$ cat src/rtl/cci_mpf_prim_ram_sc_byteena_fwd_init.sv
// ---------------------------------------------------------------------------
// cci_mpf_prim_ram_sc_byteena_fwd_init
//
// Single-clock, simple-dual-port RAM with per-byte write enables. Port A
// writes and port B reads. After reset, or after a reinit pulse, every entry
// is written with INIT_VALUE, one entry per cycle. User traffic is accepted
// only while rdy is high.
//
// When a write and a read hit the same address in the same cycle, the RAM
// itself returns the old word. With FORWARD_EN=1 the enabled bytes of the
// write are merged into the read result after the RAM output register, so
// every read sees the newest data.
//
// Handshake: a request is accepted on a rising edge of clk0 when rdy=1 and
// wen/ren is high. There is no backpressure. An accepted read returns
// rdata with rdata_valid=1 exactly 1+N_OUTPUT_REG_STAGES cycles later.
// Requests presented while rdy=0 are dropped.
//
// Ports:
//   clk0        clock
//   reset       synchronous, active-high reset
//   reinit      one-cycle pulse that re-runs initialization
//   rdy         initialization complete, user ports accepted
//   waddr/wen/byteena/wdata   write port
//   raddr/ren                 read request
//   rdata/rdata_valid         read response
// ---------------------------------------------------------------------------
module cci_mpf_prim_ram_sc_byteena_fwd_init #(
  parameter int N_ENTRIES           = 32,
  parameter int N_DATA_BITS         = 64,
  parameter int N_BYTE_BITS         = 8,
  parameter int N_OUTPUT_REG_STAGES = 0,
  parameter logic [N_DATA_BITS-1:0] INIT_VALUE = N_DATA_BITS'(0),
  parameter int FORWARD_EN          = 1
) (
  input  logic                                 clk0,
  input  logic                                 reset,
  input  logic                                 reinit,
  output logic                                 rdy,
  input  logic [$clog2(N_ENTRIES)-1:0]         waddr,
  input  logic                                 wen,
  input  logic [N_DATA_BITS/N_BYTE_BITS-1:0]   byteena,
  input  logic [N_DATA_BITS-1:0]               wdata,
  input  logic [$clog2(N_ENTRIES)-1:0]         raddr,
  input  logic                                 ren,
  output logic [N_DATA_BITS-1:0]               rdata,
  output logic                                 rdata_valid
);

  localparam int A_W  = $clog2(N_ENTRIES);
  localparam int N_BE = N_DATA_BITS / N_BYTE_BITS;

  if ((N_DATA_BITS % N_BYTE_BITS) != 0) begin : g_bad_byte_width
    $error("N_DATA_BITS must be a multiple of N_BYTE_BITS");
  end

  // -------------------------------------------------------------------------
  // Control FSM: INIT sweeps every address, READY accepts user traffic.
  // -------------------------------------------------------------------------
  typedef enum logic {
    ST_INIT  = 1'b0,
    ST_READY = 1'b1
  } state_t;

  state_t         state;
  state_t         state_nxt;
  logic [A_W-1:0] init_addr;
  logic [A_W-1:0] init_addr_nxt;

  always_ff @(posedge clk0) begin
    if (reset) begin
      state     <= ST_INIT;
      init_addr <= '0;
    end else begin
      state     <= state_nxt;
      init_addr <= init_addr_nxt;
    end
  end

  always_comb begin
    state_nxt     = state;
    init_addr_nxt = init_addr;
    case (state)
      ST_INIT: begin
        if (reinit) begin
          init_addr_nxt = '0;
        end else if (init_addr == A_W'(N_ENTRIES - 1)) begin
          // Terminal compare happens before the increment, so the counter
          // is parked at 0 instead of wrapping.
          state_nxt     = ST_READY;
          init_addr_nxt = '0;
        end else begin
          init_addr_nxt = init_addr + 1'b1;
        end
      end
      ST_READY: begin
        if (reinit) begin
          state_nxt     = ST_INIT;
          init_addr_nxt = '0;
        end
      end
      default: begin
        state_nxt     = ST_INIT;
        init_addr_nxt = '0;
      end
    endcase
  end

  assign rdy = (state == ST_READY);

  // -------------------------------------------------------------------------
  // Write port mux: the init sweep owns the write port while in INIT.
  // -------------------------------------------------------------------------
  logic                   mem_we;
  logic [A_W-1:0]         mem_addr;
  logic [N_DATA_BITS-1:0] mem_wdata;
  logic [N_BE-1:0]        mem_be;
  logic                   read_ok;

  always_comb begin
    mem_we    = 1'b0;
    mem_addr  = waddr;
    mem_wdata = wdata;
    mem_be    = byteena;
    if (state == ST_INIT) begin
      mem_we    = 1'b1;
      mem_addr  = init_addr;
      mem_wdata = INIT_VALUE;
      mem_be    = '1;
    end else begin
      mem_we    = wen;
    end
  end

  assign read_ok = rdy && ren;

  // -------------------------------------------------------------------------
  // Storage. The read register samples the array before this edge's write
  // lands, giving old-data behaviour on a same-address collision.
  // -------------------------------------------------------------------------
  logic [N_DATA_BITS-1:0] mem [N_ENTRIES];
  logic [N_DATA_BITS-1:0] ram_q;

  always_ff @(posedge clk0) begin
    if (mem_we) begin
      for (int i = 0; i < N_BE; i++) begin
        if (mem_be[i]) begin
          mem[mem_addr][i*N_BYTE_BITS +: N_BYTE_BITS] <=
            mem_wdata[i*N_BYTE_BITS +: N_BYTE_BITS];
        end
      end
    end
    if (read_ok) begin
      ram_q <= mem[raddr];
    end
  end

  // -------------------------------------------------------------------------
  // First read stage: valid bit plus the write side-band needed to merge a
  // colliding write into the old word.
  // -------------------------------------------------------------------------
  logic                   rd_valid0;
  logic                   coll_q;
  logic [N_DATA_BITS-1:0] wdata_q;
  logic [N_BE-1:0]        be_q;
  logic [N_DATA_BITS-1:0] merged;

  always_ff @(posedge clk0) begin
    if (reset) begin
      rd_valid0 <= 1'b0;
    end else begin
      rd_valid0 <= read_ok;
    end
    if (read_ok) begin
      coll_q  <= (FORWARD_EN != 0) && wen && (waddr == raddr);
      wdata_q <= wdata;
      be_q    <= byteena;
    end
  end

  always_comb begin
    merged = ram_q;
    if (coll_q) begin
      for (int i = 0; i < N_BE; i++) begin
        if (be_q[i]) begin
          merged[i*N_BYTE_BITS +: N_BYTE_BITS] = wdata_q[i*N_BYTE_BITS +: N_BYTE_BITS];
        end
      end
    end
  end

  // -------------------------------------------------------------------------
  // Optional output register stages; the valid bit travels with the data.
  // -------------------------------------------------------------------------
  if (N_OUTPUT_REG_STAGES == 0) begin : g_no_out_reg
    assign rdata       = merged;
    assign rdata_valid = rd_valid0;
  end else begin : g_out_reg
    logic [N_DATA_BITS-1:0]         d_pipe [N_OUTPUT_REG_STAGES];
    logic [N_OUTPUT_REG_STAGES-1:0] v_pipe;

    always_ff @(posedge clk0) begin
      if (reset) begin
        v_pipe <= '0;
      end else begin
        v_pipe[0] <= rd_valid0;
        for (int i = 1; i < N_OUTPUT_REG_STAGES; i++) begin
          v_pipe[i] <= v_pipe[i-1];
        end
      end
      d_pipe[0] <= merged;
      for (int i = 1; i < N_OUTPUT_REG_STAGES; i++) begin
        d_pipe[i] <= d_pipe[i-1];
      end
    end

    assign rdata       = d_pipe[N_OUTPUT_REG_STAGES-1];
    assign rdata_valid = v_pipe[N_OUTPUT_REG_STAGES-1];
  end

endmodule

$ cat config.mk
export PLATFORM = sky130hd
export DESIGN_NAME = cci_mpf_prim_ram_sc_byteena_fwd_init
export DESIGN_NICKNAME = d
export VERILOG_FILES = /design/src/rtl/cci_mpf_prim_ram_sc_byteena_fwd_init.sv
export SDC_FILE = /design/constraint.sdc
export NUM_CORES = 2
export LEC_CHECK = 0
export ABC_AREA = 0
export CORE_MARGIN = 2
export CORE_UTILIZATION = 56
export CTS_BUF_LIST = sky130_fd_sc_hd__clkbuf_16
export DETAILED_ROUTE_END_ITERATION = 10
export PLACE_DENSITY = 0.76
export SLEW_MARGIN = 20
export SYNTH_ARGS = -nofsm -noshare
export SYNTH_HDL_FRONTEND = slang
export SYNTH_SLANG_ARGS = --single-unit
$ cat constraint.sdc
create_clock -name clk0 -period 4.7 [get_ports clk0]
set_input_delay 0.705 -clock clk0 [delete_from_list [all_inputs] [get_ports clk0]]
set_output_delay 0.705 -clock clk0 [all_outputs]
set_load 0.02 [all_outputs]
==> run metrics <==
Non-Filler Instances=6353; largest net degree at the start of global routing=between 90 and 100; Avg Inst Size Synth=approximately 22 sq um; TritonCTS clock tree=built; Clock Skews=0.03286 ns; Pleak=between 0.03 and 0.04 uW; Setup crit start kind=register; CP arrival=between 3 and 4 ns; FF+latch count, synth=between 2k and 2.5k; Synth cell types=44; DRT Pass-1 Iters=8; # IOs=153; Final Util=roughly 64%; Max-Cap Viols=0; crit path buf inv count=2; HP Class=input pin to register; grt total ovfl=0; Longest Clk Path Bufs=3; vias in the first global route=around 43k; hold_buf cts=0; core area=147800 sq um; Post-DP Area=~90000 sq um; Worst-path clk slew=0.06 ns; area of the multi-input gates=around 17000 sq um; Final Critical Period=~4.4 ns; fraction of layout cells with a size suffix above 1=26.03%; crit-path cells=buf_4 -> nand2_1 -> mux2_2 -> clkdlybuf4s50_1; Iter 0 DRT Violations=around 6.6k; total power=between 30000 and 40000 uW; num rows=141; max_slew headroom=between 20 and 25%; via count=approximately 43k; Clk Tree Root Cell=clkbuf_16; status=finished, final reports clean; top cell family by delay on the critical path=flip-flops; cells after synthesis=a little under 4k; Peak VDD IR=approximately 0.38 mV; Tot GR Track Use=between 20% and 30%; wire per inst=around 34 um; H-tree Lvls=4; Critical Path Sink Type=output pin; pwr/cell area=between 400 and 500 nW/um^2; Req. time, crit path=roughly 4 ns; Die X-Extent=just under 400 um; Area Growth Syn to Fin=14.09%; Crit Path Class=register to output pin; Final Slew Violations=0; Crit path largest cell delay=1.00 ns; Initial Utilization=a little under three fifths; most common cell after layout, fill and taps aside=edfxtp_1; placed insts=between 5k and 6k; largest fanout on the critical path=8; largest cells by area after synthesis=edfxtp_1, mux4_2, o22ai_1; CP max-delay cell=edfxtp_1; RSZ-0062 raised after global routing=no; Fill cells=just over 9k; Register Area=65760 sq um; share of the synthesized area in the top cell type=between 70% and 80%; Top FF cell, synth=edfxtp_1; Setup Viol. Count Final=0; setup TNS=0 ns; Setup Fix Bufs, Post-CTS=0; CTS Sinks=2192; die area=~150000 sq um; Post-synth ARST share=0%; post-CTS sizing=0; RePlAce Congestion=approximately 0.90; DP Wirelength=roughly 130000 um; Routed Antenna Nets=0; post-route cell area=around 95000 sq um; antenna violations before repair=8; Clk Latency, worst-skew pair=about 0.85 ns; Synth area leader=edfxtp_1; syn nets=slightly below 4k; most frequent cells in the layout=edfxtp_1, mux4_2, nor2_1; Vert. Die Dim=~390 um; TritonCTS Buffers=~200; Seq/Total Area, Yosys=about four fifths; Post-synth EDFFs=between 2k and 2.5k; first-pass GRT wire length=306900 um; IO buf count=between 150 and 200; vias per inst=around 6.7; Final Cycle Share=92.81%; Mapped Area=around 84000 sq um; Post-route DRC=0; Hold Fails Final Rpt=0; Routed WL=~220000 um; Max Freq=about 230 MHz; worst slew pin tran=approximately 1.2 ns; Syn. warnings=0; nets@finish=~4.3k
layout make-up:
cell class / count / area share (%)
Sequential cell: 2192 / 69.01
Clock buffer: 207 / 5.437
Antenna cell: 5 / 0.01313
Multi-Input combinational cell: 1430 / 17.65
Clock inverter: 170 / 1.417
Tap cell: 1930 / 2.534
Timing Repair Buffer: 412 / 3.912
Inverter: 7 / 0.02758
layer usage:
layer	GRT usage [%]	wire, um	vias up
met4	11.70	10020	10
met3	7.524	27720	529
met1	38.84	75620	22065
met5	0.5742	176	-
met2	44.62	102500	3204
li1	-	-	16929
cell usage after synthesis, types with 2 or more instances:
cell type / number
mux2_2: 64
a21boi_1: 8
xor2_1: 4
and3_1: 4
o21ai_0: 3
clkbuf_1: 98
nor2b_1: 7
or3_1: 2
o22ai_1: 185
nor2_1: 270
ha_1: 2
or2_2: 3
nand2b_1: 6
a21oi_1: 4
and2_1: 74
nor4_1: 47
buf_2: 59
nand3_1: 30
buf_4: 39
nand4_1: 15
buf_1: 13
nand3b_1: 3
a22oi_1: 78
edfxtp_1: 2185
mux2i_1: 84
mux4_2: 474
o221ai_1: 2
o32ai_1: 4
inv_1: 7
dfxtp_1: 7
buf_6: 5
o32ai_2: 3
nand2_1: 43
report_power, final:
group / total [uW] / internal (uW) / switching [uW]
sequential: 21300 / 21300 / 21.9
clock: 16200 / 9030 / 7130
combinational: 1360 / 583 / 774
through the flow:
step | worst slack, ns | hold WS [ns]
after CTS | 0.3082 | 0.3723
after global routing | 0.2916 | 0.4179
after global placement | 0.4571 | 0.5291
final | 0.3381 | 0.4206
after detailed placement | 0.4546 | 0.5461
after floorplan | 0.01783 | 0.4738
path summary, 6_finish.rpt:
kind	from	end	slack (ns)	cells past startpoint
setup / recovery	coll_q	rdata[41]	0.34	4
hold / removal	reset	rdata_valid	0.42	2
setup reg to reg	rdy	mem[18][51]	0.60	5
hold reg to reg	init_addr[2]	init_addr[2]	0.58	2
sequential cells by signal, summed over array words and instances (netlist names):
| signal | cells |
|---|---|
| ram_q | 64 |
| init_addr | 5 |
| rdy | 1 |
| rdata_valid | 1 |
| mem | 2048 |
| coll_q | 1 |
| be_q | 8 |
| wdata_q | 64 |
kinds of logic after synthesis:
group	count (synthesis)	synth area share, %
and+or+nand+nor	508	2.839
muxes	622	14.65
AOI/OAI and AO/OA	293	2.387
xor gates and xnor gates	5	0.05244
adders and majority gates	2	0.02996
buffers and inverters	221	1.302
DFF	2192	78.74
(Power assumes the default switching activity.)
